`src/rtl/mem_arbiter.sv`:
```
// Two-requester round-robin arbiter in front of a single-port RAM.
// Each granted access drives the RAM for WAIT_CYCLES cycles, then pulses a one-cycle ack.
module mem_arbiter #(
   parameter int unsigned WAIT_CYCLES = 1
) (
   input  logic       i_clk,
   input  logic       i_reset,      // active-low, asynchronous
   input  logic       i_req0,
   input  logic       i_req1,
   input  logic       i_we0,
   input  logic       i_we1,
   input  logic [7:0] i_addr0,
   input  logic [7:0] i_addr1,
   input  logic [7:0] i_wdata0,
   input  logic [7:0] i_wdata1,
   output logic       o_ack0,
   output logic       o_ack1,
   output logic [7:0] o_rdata,
   output logic [7:0] o_ram_addr,
   output logic [7:0] o_ram_wdata,
   output logic       o_ram_we,
   output logic       o_ram_re,
   input  logic [7:0] i_ram_rdata,
   output logic       o_owner,
   output logic       o_busy
);

   localparam int unsigned AW = 8;
   localparam int unsigned DW = 8;
   localparam int unsigned CW = 4;

   typedef enum logic [1:0] {
      ST_IDLE   = 2'd0,
      ST_ACCESS = 2'd1,
      ST_DONE   = 2'd2
   } state_t;

   state_t        r_state,   w_state_nxt;
   logic [CW-1:0] r_cnt,     w_cnt_nxt;
   logic          r_we,      w_we_nxt;
   logic          r_last,    w_last_nxt;
   logic          r_owner,   w_owner_nxt;
   logic [AW-1:0] r_addr,    w_addr_nxt;
   logic [DW-1:0] r_wdata,   w_wdata_nxt;
   logic [DW-1:0] r_rdata,   w_rdata_nxt;
   logic          r_ram_we,  w_ram_we_nxt;
   logic          r_ram_re,  w_ram_re_nxt;
   logic          r_ack0,    w_ack0_nxt;
   logic          r_ack1,    w_ack1_nxt;
   logic          r_busy,    w_busy_nxt;

   logic          w_grant;
   logic          w_sel_we;

   // On a tie the requester that did not win last time is granted.
   always_comb begin
      w_grant  = (i_req0 & i_req1) ? ~r_last : i_req1;
      w_sel_we = w_grant ? i_we1 : i_we0;
   end

   always_ff @(posedge i_clk or negedge i_reset) begin
      if (!i_reset) begin
         r_state  <= ST_IDLE;
         r_cnt    <= '0;
         r_we     <= 1'b0;
         r_last   <= 1'b1;
         r_owner  <= 1'b0;
         r_addr   <= '0;
         r_wdata  <= '0;
         r_rdata  <= '0;
         r_ram_we <= 1'b0;
         r_ram_re <= 1'b0;
         r_ack0   <= 1'b0;
         r_ack1   <= 1'b0;
         r_busy   <= 1'b0;
      end else begin
         r_state  <= w_state_nxt;
         r_cnt    <= w_cnt_nxt;
         r_we     <= w_we_nxt;
         r_last   <= w_last_nxt;
         r_owner  <= w_owner_nxt;
         r_addr   <= w_addr_nxt;
         r_wdata  <= w_wdata_nxt;
         r_rdata  <= w_rdata_nxt;
         r_ram_we <= w_ram_we_nxt;
         r_ram_re <= w_ram_re_nxt;
         r_ack0   <= w_ack0_nxt;
         r_ack1   <= w_ack1_nxt;
         r_busy   <= w_busy_nxt;
      end
   end

   // Next-state and next-output logic; strobes and acks are computed one cycle ahead.
   always_comb begin
      w_state_nxt  = r_state;
      w_cnt_nxt    = r_cnt;
      w_we_nxt     = r_we;
      w_last_nxt   = r_last;
      w_owner_nxt  = r_owner;
      w_addr_nxt   = r_addr;
      w_wdata_nxt  = r_wdata;
      w_rdata_nxt  = r_rdata;
      w_ram_we_nxt = 1'b0;
      w_ram_re_nxt = 1'b0;
      w_ack0_nxt   = 1'b0;
      w_ack1_nxt   = 1'b0;
      w_busy_nxt   = 1'b0;

      case (r_state)
         ST_IDLE: begin
            if (i_req0 | i_req1) begin
               w_state_nxt  = ST_ACCESS;
               w_owner_nxt  = w_grant;
               w_last_nxt   = w_grant;
               w_we_nxt     = w_sel_we;
               w_addr_nxt   = w_grant ? i_addr1  : i_addr0;
               w_wdata_nxt  = w_grant ? i_wdata1 : i_wdata0;
               w_cnt_nxt    = CW'(WAIT_CYCLES);
               w_ram_we_nxt = w_sel_we;
               w_ram_re_nxt = ~w_sel_we;
               w_busy_nxt   = 1'b1;
            end
         end
         ST_ACCESS: begin
            w_busy_nxt = 1'b1;
            w_cnt_nxt  = r_cnt - CW'(1);
            if (r_cnt == CW'(1)) begin
               w_state_nxt = ST_DONE;
               if (!r_we) begin
                  w_rdata_nxt = i_ram_rdata;
               end
               w_ack0_nxt = ~r_owner;
               w_ack1_nxt = r_owner;
            end else begin
               w_ram_we_nxt = r_we;
               w_ram_re_nxt = ~r_we;
            end
         end
         ST_DONE: begin
            w_state_nxt = ST_IDLE;
         end
         default: begin
            w_state_nxt = ST_IDLE;
         end
      endcase
   end

   assign o_ack0      = r_ack0;
   assign o_ack1      = r_ack1;
   assign o_rdata     = r_rdata;
   assign o_ram_addr  = r_addr;
   assign o_ram_wdata = r_wdata;
   assign o_ram_we    = r_ram_we;
   assign o_ram_re    = r_ram_re;
   assign o_owner     = r_owner;
   assign o_busy      = r_busy;

endmodule

```
`config.mk`:
```
export PLATFORM = sky130hd
export DESIGN_NAME = mem_arbiter
export DESIGN_NICKNAME = d
export VERILOG_FILES = /design/src/rtl/mem_arbiter.sv
export SDC_FILE = /design/constraint.sdc
export NUM_CORES = 1
export LEC_CHECK = 0
export ABC_AREA = 1
export BUFFER_PORTS_ARGS = -buffer_cell sky130_fd_sc_hd__buf_2
export CORE_ASPECT_RATIO = 0.9
export CORE_MARGIN = 2
export CORE_UTILIZATION = 52
export CTS_CLUSTER_DIAMETER = 60
export DETAILED_ROUTE_END_ITERATION = 10
export PLACE_DENSITY = 0.85
export RECOVER_POWER = 100
export SYNTH_ARGS = -nofsm -noshare
export SYNTH_HDL_FRONTEND = slang
export SYNTH_SLANG_ARGS = --single-unit
```
`constraint.sdc`:
```
create_clock -name i_clk -period 3.6 [get_ports i_clk]
set_input_delay 0.72 -clock i_clk [delete_from_list [all_inputs] [get_ports i_clk]]
set_output_delay 0.72 -clock i_clk [all_outputs]
set_load 0.02 [all_outputs]
```
* Yosys cells after proc, flatten, opt, wreduce, memory -nomap -nowiden *
Index checks and enable logic that the tools add are counted.

word-level totals
  output and inout bits = 30
  input bits = 46
  logic and storage cells = 51
  register bits = 38

operators by class
  muxes and demuxes = 21
  reduce and logical (&&, ||, !) cells = 6
  add/sub/neg operators = 1
  bitwise gates (word level) = 6
  eq/ne operators = 4

operator list
  operator                                                             number
  8-bit two-way mux                                                    2
  1-bit two-way mux                                                    11
  4-bit one-hot mux with 2 select lines                                1
  1-bit one-hot mux with 2 select lines                                3
  2-bit AND reduction                                                  3
  4-bit by 1-bit == test with 1-bit output (second input constant)     1
  2-bit two-way mux                                                    2
  4-bit two-way mux                                                    1
  2-bit inequality test (second input constant)                        2
  1-bit NOT                                                            4
  2-bit one-hot mux with 2 select lines                                1
  4-bit by 1-bit subtractor with 4-bit output (second input constant)  1
  3-bit AND reduction                                                  1
  2-bit by 1-bit == test with 1-bit output (second input constant)     1
  2-bit zero test                                                      1
  2-bit nonzero test                                                   1
  1-bit AND                                                            1
  1-bit bitwise OR                                                     1

* Longest topological paths before layout *
Gate-level depths: netlist of the first run.

  word-level depth = 6
  gate-level depth with buffers = 7
  mapped depth without buffers = 7

* Worst setup path after synthesis of the first run *
Ideal clock, no wire load.

  path type = in2reg
  from = input i_req1
  to = register r_ram_we, in the netlist o_ram_we
  buffers on the path = 1
  arrival = 1236 ps
  slack = 2246 ps
  library setup time = 118 ps
  required time = 3482 ps
  cell stages on the path = 5
  cell sequence = nor2_2 nor2_8 buf_6 nand2_1 nand2_1

on the way
  word-level cells in the longest chain between the ends = 5
  elaborated cells on any way between the ends = 6
  classes of those cells = mux (4); bitwise (2)

RTL lines
  what                                     line  text
  start, declared                          9     input logic i_req1,
  1-bit AND                                57    w_grant = (i_req0 & i_req1) ? ~r_last : i_req1;
  1-bit two-way mux                        57
  1-bit two-way mux                        58    w_sel_we = w_grant ? i_we1 : i_we0;
  1-bit two-way mux *                      111   if (i_req0 | i_req1) begin
  1-bit one-hot mux with 2 select lines *  109   case (r_state)
  via w_ram_we_nxt                         46    logic r_ram_we, w_ram_we_nxt;
  end signal, assigned                     85    r_ram_we <= w_ram_we_nxt;
  end, declared                            46

The timed path passes the listed nets; every way through them passes the cells marked *.
A chain may end at the register's enable or synchronous reset.

* Final worst setup path of the first run *
  from = input i_req1
  to = register r_ram_re, in the netlist o_ram_re

on the way
  word-level cells in the longest chain between the ends = 6
  elaborated cells on any way between the ends = 7
  classes of those cells = mux (4); bitwise (3)

RTL lines
  what                                     line  text
  1-bit AND                                57
  1-bit two-way mux                        57
  1-bit two-way mux                        58
  1-bit NOT                                120   w_ram_re_nxt = ~w_sel_we;
  1-bit two-way mux *                      111
  1-bit one-hot mux with 2 select lines *  109
  via w_ram_re_nxt                         47    logic r_ram_re, w_ram_re_nxt;
  end signal, assigned                     86    r_ram_re <= w_ram_re_nxt;
  end, declared                            47

Marks and branches as above.

==> flow_metrics.py, run 1 <==
metrics = {
    "sta": {
        "fin_crit_ps": 2510,
        "fin_crit_sh_pct": 69.9,
        "max_freq_mhz": 398,
        "finalSetupViolCount": 0,
        "final_hold_viol_count": 0,
        "tns_ps": 0,
        "tightest_slew_ps": 1900,
        "rsz0062_at_grt": "false",
        "slew_viol_final": 39,
        "skew_ps": 4.78,
        "slew_headroom_pct": -26.9,
    },
    "floorplanning": {
        "die_h_um": 61.5,
        "core_area_um2": 3450,
        "io_pins": 76,
        "rows": 20,
        "start_util_pct": 55.4,
        "die-area_um2": 4180,
        "die_w_um": 67.9,
    },
    "synthesis": {
        "synthArstFlopShare_pct": 100,
        "synth_nets": 276,
        "ys_types": 22,
        "synth_top_cell_by_area": "dfrtp_1",
        "ys.flop_type": "dfrtp_1",
        "ys_warn_count": 0,
        "synth_area_leaders": "dfrtp_1 48%, nand2_1 16%, nand3_1 8.6%",
        "synth_common_cells": "81 x nand2_1, 37 x dfrtp_1, 33 x nand3_1",
        "syn-instance-count": 228,
        "ys_seq_area_share_pct": 49.8,
        "syn_area_per_cell_um2": 8.39,
        "synthesis.area_um2": 1910,
        "synth-edff-count": 0,
        "synth_top_area_share_pct": 48.4,
        "yosysMostFrequentCell": "nand2_1",
        "yosys_register_bits": 38,
    },
    "clock_tree": {
        "htree_levels": 2,
        "ctsResizeCount": 0,
        "cts_num_sinks": 38,
        "clk_pin_slew_ps": 70,
        "cts_root_buffer": "clkbuf_8",
        "cts_max_path_buffers": 2,
        "tritoncts": "built",
        "post_cts_buffers": 0,
        "hold_buffers": 0,
        "cts_made_buffers": 5,
        "worstSkewPairLatency_ps": 290,
    },
    "route": {
        "vias": 1669,
        "wl_per_cell_um": 11.4,
        "initialDrtViolationCount": 110,
        "drtAntennaViolNets": 0,
        "drc": 0,
        "routed_wl_um": 3970,
        "firstDrtPassIters": 4,
        "viasPerCell": 4.80,
    },
    "critical_path": {
        "crit_slowest_cell": "nor2_1",
        "cp_max_fo": 21,
        "path_cells": "clkbuf_1 -> nor2_2 -> nor2_1 -> nand3_1 -> nand2_1",
        "cpPeakStageDelay_ps": 950,
        "path_buf_inv": 1,
        "worstPathArrival_ps": 2750,
        "crit_family": "simple AND/OR/NAND/NOR gates",
        "worstSetupEndpointType": "flop",
        "worstSetupPathType": "input pin to flop",
        "worstPathRequired_ps": 3830,
        "worstSetupStartpointType": "input pin",
    },
    "power": {
        "power.internal_mw": 1.07,
        "pwr-share-clk_pct": 15.2,
        "sequentialPowerShare_pct": 38.3,
        "irDropWorstVdd_uv": 406,
        "swShare_pct": 46.6,
        "pwr_density_cell_nw_per_um2": 872,
        "power_leakage_nw": 1.26,
        "combPwrFrac_pct": 46.5,
        "p_sw_uw": 928,
    },
    "global_routing": {
        "grt_overflow": 0,
        "grt_pass1_wl_um": 6380,
        "grt_use_total_pct": 21.0,
        "grt_antenna_before_repair": 0,
        "grt_pass1_vias": 1496,
        "grt_max_degree": 39,
    },
    "final_layout": {
        "drive_above_1_share_pct": 20.7,
        "syn_to_final_growth_pct": 19.6,
        "fillers": 333,
        "fin_nets": 351,
        "final_core_util_pct": 66.2,
        "antenna_cells": 0,
    },
    "min_path": {
        "hp-class": "flop to flop",
    },
    "status": {
        "violations": "capacitance limit, slew limit",
        "outcome": "complete, but fails checks",
    },
    "job": {
        "drv_cap": 1,
    },
    "placed_design": {
        "dp_hpwl_um": 2830,
        "port_buffers": 75,
        "gp_congestion": 0.836,
    },
}
-- layout make-up --
class | instances | area [µm²] | share of cell area, %
timing repair buffer | 75 | 335 | 14.7
inverter | 27 | 101 | 4.43
tap | 44 | 55.1 | 2.41
clock buffer | 6 | 82.6 | 3.61
clock inverter | 2 | 12.5 | 0.547
sequential | 38 | 952 | 41.6
multi-input combinational | 156 | 748 | 32.7
-- per-stage QoR --
step	cell area, µm²	hold WS (ps)	worst slack (ps)	power [mW]	instances
6_report	2290	474	1090	1.99	348
5_1_grt	2290	491	931	2.17	348
4_1_cts	2370	473	1820	2.09	348
3_5_place_dp	2270	456	1500	1.79	340
3_3_place_gp	2270	441	1560	1.76	340
2_1_floorplan	1910	424	2250	1.50	228
-- routing by layer --
layer	GRT usage [%]	vias up	wire (µm)
li1	-	861	-
met1	25.9	747	1830
met2	33.7	56	1800
met3	8.59	5	288
met4	7.14	0	46
met5	0	-	0
-- flip-flops by register name, indices dropped and copies added (netlist names) --
| register | flops |
|---|---|
| o_ram_addr | 8 |
| o_ram_wdata | 8 |
| o_rdata | 8 |
| r_cnt | 4 |
| r_state | 2 |
| o_ack0 | 1 |
| o_ack1 | 1 |
| o_busy | 1 |
| o_owner | 1 |
| o_ram_re | 1 |
| o_ram_we | 1 |
| r_last | 1 |
| r_we | 1 |
-- cell usage in the layout (no fill, tap or decap), drive strengths merged --
| cell | synthesis | layout |
|---|---|---|
| dfrtp | 37 | 37 |
| nor2 | 10 | 10 |
| clkinv | 0 | 1 |
| clkinvlp | 0 | 1 |
| nand3 | 34 | 34 |
| inv | 27 | 27 |
| nand3b | 16 | 16 |
| ha | 2 | 2 |
| o21ai | 6 | 6 |
| nand2 | 87 | 87 |
| dfstp | 1 | 1 |
| or2 | 1 | 1 |
| buf | 6 | 43 |
| clkbuf | 1 | 38 |
-- final timing paths --
kind                               start        endpoint  slack [ps]  cells past startpoint
worst max-delay path              i_req1        o_ram_re        1090                      5
worst min-delay path             o_owner          o_ack0         470                      1
worst max register to register  r_cnt[1]      o_rdata[4]        1750                      7
worst min register to register   o_owner          o_ack0         470                      1
max in group asynchronous        i_reset   o_ram_addr[0]        1560                      1
min in group asynchronous        i_reset  o_ram_wdata[1]         940                      1
-- logic make-up (layout without fill, tap and decap cells) --
logic type,after synthesis,in the layout,synth area share [%]
buf+inv,34,110,9.02
fa+ha+maj,2,2,1.31
simple gates,148,148,38.3
compound gates,6,6,1.57
flops,38,38,49.8
-- power groups by stage --
stage / clock [mW] / combinational, mW / sequential, mW
2_1_floorplan: 0 / 0.534 / 0.964
3_3_place_gp: 0 / 0.988 / 0.770
3_5_place_dp: 0 / 1.02 / 0.767
4_1_cts: 0.310 / 1.02 / 0.765
5_1_grt: 0.329 / 1.05 / 0.790
6_report: 0.303 / 0.926 / 0.764
(Power assumes the default switching activity.)
==> inputs of run 2 (changes only) <==
--- a/config.mk
+++ b/config.mk
@@ -9,10 +9,10 @@
 export BUFFER_PORTS_ARGS = -buffer_cell sky130_fd_sc_hd__buf_2
 export CORE_ASPECT_RATIO = 0.9
 export CORE_MARGIN = 2
-export CORE_UTILIZATION = 52
+export CORE_UTILIZATION = 43
 export CTS_CLUSTER_DIAMETER = 60
 export DETAILED_ROUTE_END_ITERATION = 10
-export PLACE_DENSITY = 0.85
+export PLACE_DENSITY = 0.75
 export RECOVER_POWER = 100
 export SYNTH_ARGS = -nofsm -noshare
 export SYNTH_HDL_FRONTEND = slang
==> constraint.sdc (replaced) <==
create_clock -name i_clk -period 2.3 [get_ports i_clk]
set_input_delay 0.46 -clock i_clk [delete_from_list [all_inputs] [get_ports i_clk]]
set_output_delay 0.46 -clock i_clk [all_outputs]
set_load 0.02 [all_outputs]
==> run 2 against run 1 <==
Net effect:
- the run now ends clean
- die area rose by 20%
- flip-flop and latch count did not move
- clock power rose by 53%
- worst hold slack got worse by 200 ps
- routed wire length rose by 5.2%
- largest cell class unchanged
==> flow_metrics.py, run 2 (synthesized netlist as in run 1, its figures left out) <==
metrics = {
    "clock_tree": {
        "tritoncts": "built",
        "hold_buffers": 0,
        "htree_levels": 2,
        "cts_max_path_buffers": 2,
        "worstSkewPairLatency_ps": 280,
        "cts_made_buffers": 5,
        "cts_root_buffer": "clkbuf_8",
        "ctsResizeCount": 0,
        "clk_pin_slew_ps": 70,
        "cts_num_sinks": 38,
        "post_cts_buffers": 0,
    },
    "final_layout": {
        "fin_nets": 353,
        "regArea_um2": 952,
        "drive_above_1_share_pct": 20.9,
        "final_cells": 368,
        "final_common_cell": "nand2_1",
        "syn_to_final_growth_pct": 22.9,
        "multi_input_area_um2": 776,
        "antenna_cells": 0,
        "final_cell_mix": "83 x nand2_1, 45 x buf_2, 37 x dfrtp_1, 33 x nand3_1, 31 x clkbuf_1",
        "fillers": 463,
        "final_core_util_pct": 53.7,
    },
    "placed_design": {
        "port_buffers": 75,
        "dp_hpwl_um": 2990,
        "pre_cts_slack_ps": 733,
        "dp_cells": 360,
        "gp_congestion": 0.726,
    },
    "route": {
        "vias": 1680,
        "drc": 0,
        "drtAntennaViolNets": 0,
        "initialDrtViolationCount": 77,
        "routed_wl_um": 4180,
        "viasPerCell": 4.57,
        "firstDrtPassIters": 4,
        "wl_per_cell_um": 11.3,
    },
    "critical_path": {
        "cp_max_fo": 10,
        "worstSetupPathType": "flop to flop",
        "path_buf_inv": 1,
        "cp_common_cell": "nand2_1",
        "path_cells": "inv_1 -> nand2_1 -> nor2_1 -> nand2_4 -> nand2_1 -> nand2_1",
        "crit_slowest_cell": "nor2_1",
        "worstPathArrival_ps": 1900,
        "crit_family": "simple AND/OR/NAND/NOR gates",
        "worstPathRequired_ps": 2480,
        "worstSetupEndpointType": "flop",
        "cpPeakStageDelay_ps": 640,
        "worstSetupStartpointType": "flop",
    },
    "floorplanning": {
        "rows": 23,
        "start_util_pct": 43.7,
        "core_area_um2": 4370,
        "die_w_um": 74.3,
        "io_pins": 76,
        "die-area_um2": 5000,
        "die_h_um": 67.3,
    },
    "global_routing": {
        "grt_pass1_wl_um": 6840,
        "grt_antenna_before_repair": 0,
        "grt_use_total_pct": 17.9,
        "grt_max_degree": 39,
        "grt_pass1_vias": 1589,
        "grt_overflow": 0,
    },
    "status": {
        "outcome": "complete, no violations",
    },
    "sta": {
        "finalSetupViolCount": 0,
        "max_freq_mhz": 580,
        "skew_ps": 2.94,
        "fin_crit_sh_pct": 75.0,
        "finalWorstSetupSlack_ps": 575,
        "tightest_slew_ps": 826,
        "tns_ps": 0,
        "slew_viol_final": 0,
        "fin_crit_ps": 1730,
        "final_hold_viol_count": 0,
        "slew_headroom_pct": 44.9,
        "rsz0062_at_grt": "false",
    },
    "min_path": {
        "hp-class": "input pin to async pin",
    },
    "power": {
        "power_leakage_nw": 1.30,
        "pwr_density_cell_nw_per_um2": 1350,
        "irDropWorstVdd_uv": 597,
    },
    "job": {
        "drv_cap": 0,
    },
}
## run 2: changes by cell type in the layout (fill, tap and decap cells not counted), moves of 2 or more
cell / change
buf_2: +2
nand2_2: -2
nor2_8: +2
buf_4: +2
## run 2: area by class of cell
class                           instances  area share, %
Clock buffer                            7           3.67
Clock inverter                          1          0.213
Inverter                               27           4.31
Multi-Input combinational cell        156           33.0
Sequential cell                        38           40.5
Tap cell                               62           3.30
Timing Repair Buffer                   77           15.0
## run 2: final timing paths
path / start / end / slack (ps) / cells after the start
max: r_state[1] / o_rdata[4] / 570 / 6
min reg2reg: o_owner / o_ack0 / 450 / 1
max in group asynchronous: i_reset / o_ram_wdata[0] / 1520 / 1
min in group i_clk: i_ram_rdata[3] / o_rdata[3] / 410 / 3
max reg2reg: r_state[1] / o_rdata[4] / 570 / 6
min: i_reset / o_ack0 / 270 / 1
## run 2: stage by stage
stage / hold slack [ps] / cell area (µm²) / power [mW]
3_3_place_gp: 431 / 2310 / 2.78
5_1_grt: 329 / 2350 / 3.46
3_5_place_dp: 443 / 2310 / 2.82
4_1_cts: 306 / 2400 / 3.30
2_1_floorplan: 164 / 1910 / 2.34
6_report: 269 / 2350 / 3.17
## run 2: power breakdown
group	internal (mW)	switching, mW	leakage [nW]
Combinational	0.446	1.06	0.787
Clock	0.242	0.222	0.0482
Sequential	1.00	0.200	0.463
## run 2: routing by layer
layer,global-route usage (%),wire (µm),vias to the layer above
met5,0,0,-
met4,8.04,44,0
met3,3.88,216,4
met2,30.6,2030,44
met1,21.7,1890,762
li1,-,-,870
## run 2: worst register-to-register path: stages (launching register included)
cell,delay [ps]
dfrtp_1,400
inv_1,90
nand2_1,180
nor2_1,640
nand2_4,160
nand2_1,90
nand2_1,50
==> inputs of run 3 (changes only) <==
==> constraint.sdc (replaced) <==
create_clock -name i_clk -period 1.5 [get_ports i_clk]
set_input_delay 0.3 -clock i_clk [delete_from_list [all_inputs] [get_ports i_clk]]
set_output_delay 0.3 -clock i_clk [all_outputs]
set_load 0.02 [all_outputs]
==> run 3 against run 2 <==
Net effect:
- non-clock buffer count rose by 3
- global-route usage shrank 0.11 points
- critical endpoint is now r_we
- routed wire length down 1.1%
- largest cell class unchanged
- core utilization rose by 1.5 points
- count of clock-buffer cells in the layout shrank 1
- sequential power rose by 55%
- final area grew 2.7%
==> flow_metrics.py, run 3 (synthesized netlist as in run 1, its figures left out) <==
metrics = {
    "min_path": {
        "hp-class": "input pin to async pin",
    },
    "clock_tree": {
        "cts_num_sinks": 38,
        "cts_made_buffers": 5,
        "post_cts_buffers": 0,
        "tritoncts": "built",
        "cts_root_buffer": "clkbuf_8",
        "cts_max_path_buffers": 2,
        "clk_pin_slew_ps": 80,
        "ctsResizeCount": 0,
        "hold_buffers": 0,
        "htree_levels": 2,
        "worstSkewPairLatency_ps": 290,
    },
    "critical_path": {
        "worstPathRequired_ps": 1730,
        "worstReg2RegStart": "r_last",
        "path_cells": "nand2_1 -> nand2_4 -> nand2_1 -> nand2_1 -> nand2_1 -> nand2_1",
        "cpPeakStageDelay_ps": 530,
        "cp_common_cell": "nand2_1",
        "r2r_slack_ps": 180,
        "cp_max_fo": 17,
        "ff2ff_path_depth": 6,
        "crit_slowest_cell": "dfstp_2",
        "worstSetupStartpointType": "flop",
        "worstSetupEndpointType": "flop",
        "worstSetupPathType": "flop to flop",
        "r2r_end": "r_we",
        "worstPathArrival_ps": 1560,
    },
    "final_layout": {
        "fin_nets": 356,
        "syn_to_final_growth_pct": 26.2,
        "drive_above_1_share_pct": 22.3,
        "antenna_cells": 0,
        "final_common_cell": "nand2_1",
        "final_core_util_pct": 55.2,
        "final_cell_mix": "84 x nand2_1, 45 x buf_2, 37 x dfrtp_1, 33 x nand3_1, 31 x clkbuf_1",
    },
    "floorplanning": {
        "die_h_um": 67.3,
        "die-area_um2": 5000,
        "start_util_pct": 43.7,
        "core_area_um2": 4370,
        "io_pins": 76,
        "die_w_um": 74.3,
        "rows": 23,
    },
    "power": {
        "irDropWorstVdd_uv": 845,
        "power_leakage_nw": 1.33,
        "pwr_density_cell_nw_per_um2": 2170,
    },
    "sta": {
        "tightest_slew_ps": 912,
        "finalSetupViolCount": 0,
        "slew_headroom_pct": 39.2,
        "slew_viol_final": 0,
        "fin_crit_ps": 1320,
        "rsz0062_at_grt": "false",
        "final_hold_viol_count": 0,
        "max_freq_mhz": 755,
        "fin_crit_sh_pct": 88.3,
        "skew_ps": 13.7,
        "tns_ps": 0,
        "finalWorstSetupSlack_ps": 176,
    },
    "route": {
        "wl_per_cell_um": 11.1,
        "drc": 0,
        "drtAntennaViolNets": 0,
        "routed_wl_um": 4130,
        "firstDrtPassIters": 4,
        "vias": 1670,
        "viasPerCell": 4.50,
        "initialDrtViolationCount": 84,
    },
    "placed_design": {
        "dp_hpwl_um": 3060,
        "gp_congestion": 0.800,
        "pre_cts_slack_ps": 228,
        "port_buffers": 75,
    },
    "global_routing": {
        "grt_pass1_vias": 1511,
        "grt_overflow": 0,
        "grt_antenna_before_repair": 0,
        "grt_use_total_pct": 17.8,
        "grt_max_degree": 39,
        "grt_pass1_wl_um": 6650,
    },
    "status": {
        "outcome": "complete, no violations",
    },
    "job": {
        "drv_cap": 0,
    },
}
-- run 3: cell count changes in the layout (fill, tap and decap cells not counted), sizes merged --
cell | previous run | this run
bufinv | 0 | 2
buf | 47 | 48
clkbuf | 37 | 38
clkinv | 1 | 0
-- run 3: worst max-delay path by stage --
stage | from | endpoint | slack [ps]
2_1_floorplan | r_cnt[1] | o_rdata[0] | 340
3_3_place_gp | r_cnt[1] | o_rdata[4] | 290
3_5_place_dp | r_cnt[1] | o_rdata[1] | 230
4_1_cts | r_cnt[1] | o_rdata[6] | 220
5_1_grt | r_last | r_we | 70
6_report | r_last | r_we | 180
-- run 3: power by group --
| group | internal (mW) | switching [mW] |
|---|---|---|
| sequential | 1.54 | 0.318 |
| clock | 0.709 | 0.359 |
| combinational | 0.700 | 1.60 |
| total | 2.95 | 2.28 |
-- run 3: layer usage --
layer / global-route usage, % / up-vias / share of wire, %
li1: - / 872 / -
met1: 22.6 / 751 / 46
met2: 29.0 / 45 / 48
met3: 5.37 / 2 / 5.8
met4: 6.03 / 0 / 0.44
met5: 0 / - / 0
-- run 3: metrics by stage --
stage	hold WS [ps]	instances	cell area, µm²	total power, mW
CTS	56.3	371	2470	5.42
global placement	372	363	2330	4.27
floorplan	4.41	228	1910	3.59
global route	245	371	2410	5.64
finish	207	371	2410	5.23
detailed placement	375	363	2330	4.35
-- run 3: critical path: cells and delay by family, from the launching register on --
kind	cells	cell delay (ps)
simple gates	6	740
flops	1	530
-- run 3: final cells by class --
| type | instances | area, µm² |
|---|---|---|
| clock buffer | 6 | 82.6 |
| inverter | 27 | 101 |
| fill | 445 | 1960 |
| tap | 62 | 77.6 |
| clock inverter | 2 | 60.1 |
| timing repair buffer | 80 | 369 |
| sequential | 38 | 952 |
| multi-input combinational | 156 | 772 |
